File: src/rtl/pca9555_i2c_wr.sv
// pca9555_i2c_wr: I2C master write engine for a PCA9555 port expander.
//
// After reset it writes P_CFG_WORD to the Configuration registers (command
// 0x06), then accepts 16-bit words over valid/ready and writes them to the
// Output Port registers (command 0x02). Each transaction is four bytes:
// address, command, data[7:0], data[15:8]. Every qualified tick
// (tick && synchronized en) advances one quarter-bit phase, so the SCL rate
// is set entirely by the external timer.
//
// Optional build macro: PCA9555_I2C_WR_ACK_CHECK_EN
//   defined   : a NACK sets the sticky nack flag and ends the transfer with STOP
//   undefined : ACK slots are clocked but ignored; nack stays 0
//
// Ports:
//   aclk, reset          clock and synchronous active-high reset
//   tick                 one-cycle timer strobe, one strobe per I2C phase
//   en                   asynchronous enable (2-FF synchronized)
//   s_valid/s_ready      request handshake, s_data {port1, port0}
//   scl_oe, sda_oe       1 pulls the line low, 0 releases it
//   sda_i                SDA line level (2-FF synchronized)
//   busy                 transaction in progress (including init)
//   done                 one-cycle pulse after each STOP
//   nack                 sticky NACK flag, cleared on the next accepted request
//
// state    | meaning
// INIT_REQ | init transaction pending, waits for en_sync
// IDLE     | s_ready high, waiting for a request
// START    | START condition, four phases
// BYTE     | eight data bits, MSB first
// ACK      | ACK slot, SDA released, sampled at p2
// STOP     | STOP condition, four phases
// DONE     | done pulse, then IDLE
module pca9555_i2c_wr #(
  parameter logic [3:0]  P_I2C_ADDRESS_FIXED = 4'b0100,
  parameter logic [2:0]  P_I2C_ADDRESS_PINS  = 3'b000,
  parameter logic [15:0] P_CFG_WORD          = 16'h0000
) (
  input  logic        aclk,
  input  logic        reset,
  input  logic        tick,
  input  logic        en,
  input  logic        s_valid,
  output logic        s_ready,
  input  logic [15:0] s_data,
  output logic        scl_oe,
  output logic        sda_oe,
  input  logic        sda_i,
  output logic        busy,
  output logic        done,
  output logic        nack
);

`ifdef PCA9555_I2C_WR_ACK_CHECK_EN
  localparam bit ACK_CHECK = 1'b1;
`else
  localparam bit ACK_CHECK = 1'b0;
`endif

  typedef enum logic [2:0] {
    S_INIT_REQ,
    S_IDLE,
    S_START,
    S_BYTE,
    S_ACK,
    S_STOP,
    S_DONE
  } state_t;

  state_t      state;
  logic [1:0]  en_ff;
  logic [1:0]  sda_ff;
  logic        en_sync;
  logic        sda_sync;
  logic        qtick;
  logic [1:0]  phase;
  logic [2:0]  bit_cnt;
  logic [1:0]  byte_cnt;
  logic        is_init;
  logic [15:0] data_q;
  logic        nack_q;
  logic [7:0]  cur_byte;
  logic        cur_bit;

  // Synchronizers carry no reset: they only track asynchronous inputs.
  always_ff @(posedge aclk) begin
    en_ff  <= {en_ff[0], en};
    sda_ff <= {sda_ff[0], sda_i};
  end

  assign en_sync  = en_ff[1];
  assign sda_sync = sda_ff[1];
  assign qtick    = tick & en_sync;
  assign nack     = nack_q;

  always_comb begin
    cur_byte = 8'h00;
    case (byte_cnt)
      2'd0:    cur_byte = {P_I2C_ADDRESS_FIXED, P_I2C_ADDRESS_PINS, 1'b0};
      2'd1:    cur_byte = is_init ? 8'h06 : 8'h02;
      2'd2:    cur_byte = data_q[7:0];
      default: cur_byte = data_q[15:8];
    endcase
  end

  // bit_cnt counts up 0..7, so the MSB-first bit index is 7 - bit_cnt.
  assign cur_bit = cur_byte[~bit_cnt];

  always_ff @(posedge aclk) begin
    if (reset) begin
      state    <= S_INIT_REQ;
      phase    <= 2'd0;
      bit_cnt  <= 3'd0;
      byte_cnt <= 2'd0;
      is_init  <= 1'b1;
      data_q   <= P_CFG_WORD;
      scl_oe   <= 1'b0;
      sda_oe   <= 1'b0;
      busy     <= 1'b1;
      s_ready  <= 1'b0;
      done     <= 1'b0;
      nack_q   <= 1'b0;
    end else begin
      done <= 1'b0;
      case (state)
        S_INIT_REQ: begin
          if (en_sync) begin
            state    <= S_START;
            phase    <= 2'd0;
            bit_cnt  <= 3'd0;
            byte_cnt <= 2'd0;
          end
        end

        S_IDLE: begin
          if (s_valid && s_ready) begin
            data_q   <= s_data;
            is_init  <= 1'b0;
            nack_q   <= 1'b0;
            s_ready  <= 1'b0;
            busy     <= 1'b1;
            state    <= S_START;
            phase    <= 2'd0;
            bit_cnt  <= 3'd0;
            byte_cnt <= 2'd0;
          end
        end

        S_DONE: begin
          s_ready <= 1'b1;
          state   <= S_IDLE;
        end

        S_START: begin
          if (qtick) begin
            phase <= phase + 2'd1;
            case (phase)
              2'd0: begin
                scl_oe <= 1'b0;
                sda_oe <= 1'b0;
              end
              2'd1, 2'd2: begin
                scl_oe <= 1'b0;
                sda_oe <= 1'b1;
              end
              default: begin
                scl_oe <= 1'b1;
                sda_oe <= 1'b1;
                state  <= S_BYTE;
              end
            endcase
          end
        end

        S_BYTE: begin
          if (qtick) begin
            phase <= phase + 2'd1;
            case (phase)
              2'd0: begin
                scl_oe <= 1'b1;
                sda_oe <= ~cur_bit;
              end
              2'd1, 2'd2: scl_oe <= 1'b0;
              default: begin
                scl_oe  <= 1'b1;
                bit_cnt <= bit_cnt + 3'd1;
                if (bit_cnt == 3'd7) state <= S_ACK;
              end
            endcase
          end
        end

        S_ACK: begin
          if (qtick) begin
            phase <= phase + 2'd1;
            case (phase)
              2'd0: begin
                scl_oe <= 1'b1;
                sda_oe <= 1'b0;
              end
              2'd1: scl_oe <= 1'b0;
              2'd2: begin
                scl_oe <= 1'b0;
                if (ACK_CHECK && sda_sync) nack_q <= 1'b1;
              end
              default: begin
                scl_oe <= 1'b1;
                // nack_q is cleared at acceptance, so here it only reflects
                // a NACK seen earlier in this transaction.
                if (byte_cnt == 2'd3 || nack_q) begin
                  state <= S_STOP;
                end else begin
                  byte_cnt <= byte_cnt + 2'd1;
                  state    <= S_BYTE;
                end
              end
            endcase
          end
        end

        S_STOP: begin
          if (qtick) begin
            phase <= phase + 2'd1;
            case (phase)
              2'd0: begin
                scl_oe <= 1'b1;
                sda_oe <= 1'b1;
              end
              2'd1: begin
                scl_oe <= 1'b0;
                sda_oe <= 1'b1;
              end
              2'd2: begin
                scl_oe <= 1'b0;
                sda_oe <= 1'b0;
              end
              default: begin
                scl_oe <= 1'b0;
                sda_oe <= 1'b0;
                done   <= 1'b1;
                busy   <= 1'b0;
                state  <= S_DONE;
              end
            endcase
          end
        end

        default: state <= S_INIT_REQ;
      endcase
    end
  end

endmodule

File: config.mk
export PLATFORM = sky130hd
export DESIGN_NAME = pca9555_i2c_wr
export DESIGN_NICKNAME = d
export VERILOG_FILES = /design/src/rtl/pca9555_i2c_wr.sv
export SDC_FILE = /design/constraint.sdc
export NUM_CORES = 1
export LEC_CHECK = 0
export CAP_MARGIN = 20
export CORE_UTILIZATION = 25
export DETAILED_ROUTE_END_ITERATION = 7
export GPL_TIMING_DRIVEN = 0
export PLACE_DENSITY = 0.44
export SLEW_MARGIN = 15
export SYNTH_ARGS = -nofsm -noshare
export SYNTH_HDL_FRONTEND = slang
export SYNTH_SLANG_ARGS = --single-unit
export TNS_END_PERCENT = 30
File: constraint.sdc
create_clock -name aclk -period 1.5 [get_ports aclk]
set_input_delay 0.225 -clock aclk [delete_from_list [all_inputs] [get_ports aclk]]
set_output_delay 0.225 -clock aclk [all_outputs]
set_load 0.01 [all_outputs]
# Word level (Yosys, flattened, before mapping)
# Index checks and enable logic that the tools add are counted.
# Widths: inputs -> output; s select.
classes:
  n_eq_ne: 28
  n_reduce_logical: 26
  addsub: 3
  magnitude_cmp: 1
  mux: 52
  bitwise_logic: 5
op_table:
  columns: ["operator", "n"]
  rows:
  - ["$mux 3", 17]
  - ["$ne 2x2->1 const B", 14]
  - ["$pmux 8 s3", 1]
  - ["$pmux 3 s7", 1]
  - ["$mux 1", 19]
  - ["$eq 3x3->1 const B", 4]
  - ["$mux 2", 6]
  - ["$pmux 2 s3", 2]
  - ["$reduce_and 4->1", 3]
  - ["$reduce_bool 3->1", 4]
  - ["$reduce_and 11->1", 1]
  - ["$pmux 3 s3", 1]
  - ["$reduce_and 7->1", 1]
  - ["$eq 2x2->1 const B", 3]
  - ["$eq 3x2->1 const B", 2]
  - ["$reduce_and 6->1", 1]
  - ["$reduce_or 2->1", 3]
  - ["$reduce_or 3->1", 2]
  - ["$reduce_and 5->1", 1]
  - ["$add 2x1->2 const B", 2]
  - ["$eq 2x1->1 const B", 2]
  - ["$logic_not 2->1", 2]
  - ["$lt 3x4->1 const B", 1]
  - ["$ne 2x1->1 const B", 2]
  - ["15 further kinds", 20]
totals:
  input_bits: 22
  elab_cells: 127
  out_inout_bits: 6
  ff_bits: 34

# Depth between registers and ports, before layout
logic_depth:
  ltp_word: 8
  mapped_depth: 8
  depth_no_buf: 7

# Least setup slack after synthesis
# OpenSTA, ideal clock, no wires.
synth_timing:
  kind: "register -> register"
  startpoint: "register phase[0]"
  endpoint: "register byte_cnt[0]"
  setup_slack_ns: -0.184
  stages_incl_launch_ff: 7
  arrival_ns: 1.614
  required_ns: 1.430
  period_less_slack_ns: 1.684
  setup_time_ns: 0.070
  n_path_buf: 0
  cell_sequence: "dfxtp_1 -> ha_1 -> nand3_1 -> o31ai_2 -> nand3b_2 -> or4_1 -> a21oi_1"
synth_via:
  elab_chain_len: 4
  elab_cells_between_ends: 6
  classes_between: "eq/ne: 3; reduce/logical: 3"
synth_rtl:
  columns: ["item", "line_no", "rtl"]
  rows:
  - ["from (decl)", "75", "logic [1:0] phase;"]
  - ["from (signal assigned)", "155", "phase <= phase + 2'd1;"]
  - ["from (signal assigned)", "176", "phase <= phase + 2'd1;"]
  - ["from (signal assigned)", "194", "phase <= phase + 2'd1;"]
  - ["$eq 2x1->1, or another cell as far along", "195", "case (phase)"]
  - ["$reduce_or 3->1 (no line) (*)", null, null]
  - ["$ne 2x2->1 (no line) (*)", null, null]
  - ["$reduce_and 6->1 (no line) (*)", null, null]
  - ["to (signal assigned)", "212", "byte_cnt <= byte_cnt + 2'd1;"]
  - ["to (decl)", "77", "logic [1:0] byte_cnt;"]
# Every way passes the cells marked *; elsewhere a longest branch is shown, timed or not.
# A chain may end at the register's enable or synchronous reset.

# Worst setup path after layout
# Same ends and word-level chain as after synthesis.

==> metrics.txt <==
Netlist cell types 44; ant diodes 0; status finished with violations; hpwl dp 3508 um; Reg2Reg Depth 6; DR top layer met4; Post-DRT Antenna Nets 0; Clock power frac 0.390; clock root cell clkbuf_8; reg-to-reg endpoint byte_cnt[0]; failing checks negative setup slack; DRT Wirelength 5123 um; detail-routed via count per cell 4.656; die outline height 87.10 um; Total Nets Final 309; worst-path fanout max 5; Met1 Wirelength 2522 um; Comb power frac 0.116; IO Pins 28; routed wl met2 2364 um; Layout Skew about 0.0083 ns; DRC 0; Core Rows 30; startpoint types flip-flop; WL met3 152 um; Setup TNS -0.6185 ns; die width 87.10 um; Seq cells post-synth 34; Worst Hold End en_ff[1]; Final setup viols 6; DRT Pass-1 Iters 4; Ys Warns 0; unrepaired setup endpoints after global routing true; Clk Latency, worst-skew pair 0.29 ns; Seq pwr share 0.494; Hold Path Origin en_ff[0]; Total GRT Usage 0.1441; switching fraction of total power 0.2481; first-pass GRT wire length 8162 um; cts bufs inserted 5; Max-slew headroom 0.6170; CP Class reg2reg; final instance area 2582 um^2; routed via count 1746; worst endpoint data arrival time 1.88 ns; Hold Path Class reg2reg; area grow syn2layout 42.64%; Max clock buf depth 2; worst reg2reg path startpoint phase[0]; Mean Syn Cell Area between 7 and 8 um^2; Avg WL per Cell 13.66 um; Post-Synthesis Cells 238; antenna violations before repair 0; hold-fix buffer count after cts 0; Static Leakage 0.8666 nW; Die ar. ~7600 um^2; worst slew pin tran around 0.57 ns; largest net degree at the start of global routing 11; maximum VDD drop 0.3343 mV; register-to-register setup slack -0.17 ns; critical path endpoint category flip-flop; Pins Over Slew Limit 0; grt ovf 0; sequential cell area fraction in the yosys report 0.3760; WHS Path Cells 0; internal cell power 1.393 mW; routability cong. around 0.77; Hold Fails Final Rpt 0; Max H-tree Level 2; PD cells 717.3 nW/um^2; CTS sink cnt 34; sw power 0.4596 mW; period utilisation layout 1.113; WP data required 1.71 ns; Placed Area 2222 um^2; Initial Util 0.2621; Fin Hold WS about 0.33 ns; fill cell count 780; initial drt markers 48; Layout Utilization 0.3739; clock slew at reported path FFs 0.07 ns; Max Cap Viol 0; core area 6907 um^2; Post-Syn Area 1810 um^2; vias in the first global route 1648; Setup WS post-layout -0.1700 ns; share of post-route cells with drive strength above 1 0.2186; fin crit period 1.670 ns; port bufs 25; fmax 598.8 MHz; CTS tree yes; Synthesized Nets 269
how the worst max path moves through the flow:
| stage | startpoint | to | slack [ns] |
|---|---|---|---|
| after CTS | phase[0] | byte_cnt[0] | -0.18 |
| after detailed placement | tick | byte_cnt[0] | -0.47 |
| final | phase[0] | byte_cnt[0] | -0.17 |
| after global placement | s_valid | is_init | -0.46 |
| after floorplan | phase[0] | byte_cnt[0] | -0.09 |
| after global routing | phase[0] | byte_cnt[0] | -0.24 |
power groups by stage:
| stage | logic [mW] | registers, mW | clock network (mW) |
|---|---|---|---|
| after floorplan | 0.0890 | 0.939 | 0 |
| after global placement | 0.174 | 0.941 | 0 |
| after detailed placement | 0.174 | 0.941 | 0 |
| after CTS | 0.200 | 0.918 | 0.751 |
| after global routing | 0.236 | 0.916 | 0.784 |
| final | 0.215 | 0.915 | 0.722 |
cells by family after synthesis:
| family | count (synthesis) | share of synthesized area |
|---|---|---|
| buffers and inverters | 25 | 0.05944 |
| DFF | 34 | 0.3759 |
| muxes | 3 | 0.01659 |
| adders and majority gates | 9 | 0.06220 |
| and+or+nand+nor | 98 | 0.2543 |
| AOI/OAI and AO/OA | 68 | 0.2294 |
| other | 1 | 0.002071 |
critical path, cell delays in order (launching register included):
cell,delay (ns)
dfxtp_4,0.38
ha_4,0.16
nand3_4,0.11
o31ai_4,0.22
nand3b_4,0.09
or4_1,0.47
a21oi_1,0.14
stage by stage:
step                      std cells  power [mW]  worst slack, ns
after floorplan                 238       1.028         -0.08596
after global placement          359       1.115          -0.4559
after detailed placement        359       1.115          -0.4734
after CTS                       370       1.869          -0.1849
after global routing            375       1.936          -0.2449
final                           375       1.852          -0.1700
per-layer routing:
| layer | up-vias | GRT usage |
|---|---|---|
| met5 | - | 0 |
| met4 | 0 | 0.06706 |
| met3 | 7 | 0.03128 |
| met2 | 26 | 0.2291 |
| met1 | 814 | 0.1860 |
| li1 | 899 | - |
Yosys cell counts, drive strengths merged:
library cell  number  area, um^2
inv                8       30.03
a21oi             28       140.1
and3               1       7.510
a21o               2       15.01
a41oi              1       8.760
nor2               9       33.78
clkbuf             8       30.03
o2111ai            1       8.760
nand3b             3       26.27
or4                1       7.510
ha                 9       112.6
nand3              4       25.02
or2b               1       7.510
conb               1       3.750
o31ai              2       20.02
o211ai             3       22.52
nor2b              4       25.02
a311oi             2       17.52
a211oi             4       30.03
mux2i              3       30.03
nand2b             4       25.02
or3                3       18.77
and2b              1       7.510
nor3               4       25.02
nand4b             2       17.52
nand4              2       12.51
nand2             59       221.5
a211o              2       18.77
buf                9       47.55
a22oi              2       15.01
a221oi             1       8.760
o21ai             16       80.08
a31o               1       8.760
a31oi              1       6.260
dfxtp             34       680.7
o21a               1       7.510
a21boi             1       7.510
cell usage in the layout (no fill, tap or decap), types with 6 or more instances in the layout:
cell and n:
nand2_1 58, clkdlybuf4s50_1 24, clkbuf_8 6, clkbuf_1 6
dfxtp_1 27, a21oi_1 28, o21ai_0 11, buf_4 13
inv_1 6, nor2_1 8
what timing repair did:
item / 4_1_cts / 5_1_grt
pin swaps: 9 / 14
buffers inserted: 5 / 5
hold endpoints to repair: 0 / 0
cloned: 0 / 1
endpoints found under the setup margin: 24 / 21
resized for setup: 26 / 29
state kept, by name (all words and copies together) (netlist names):
name,flops
sda_oe,1
state,3
scl_oe,1
phase,2
byte_cnt,2
en_ff,2
done,1
data_q,16
is_init,1
bit_cnt,3
s_ready,1
busy,1
cell type report:
type                            count  area (um^2)  share of cell area
Sequential cell                    34        699.4              0.2708
Buffer                             14        95.09             0.03682
Tap cell                           96        120.1             0.04651
Multi-Input combinational cell    179         1197              0.4637
Clock buffer                        7        86.33             0.03343
Timing Repair Buffer               36        349.1              0.1352
Inverter                            8        30.03             0.01163
Clock inverter                      1        5.005            0.001938
Note: power is estimated with default switching activity, not from simulation.
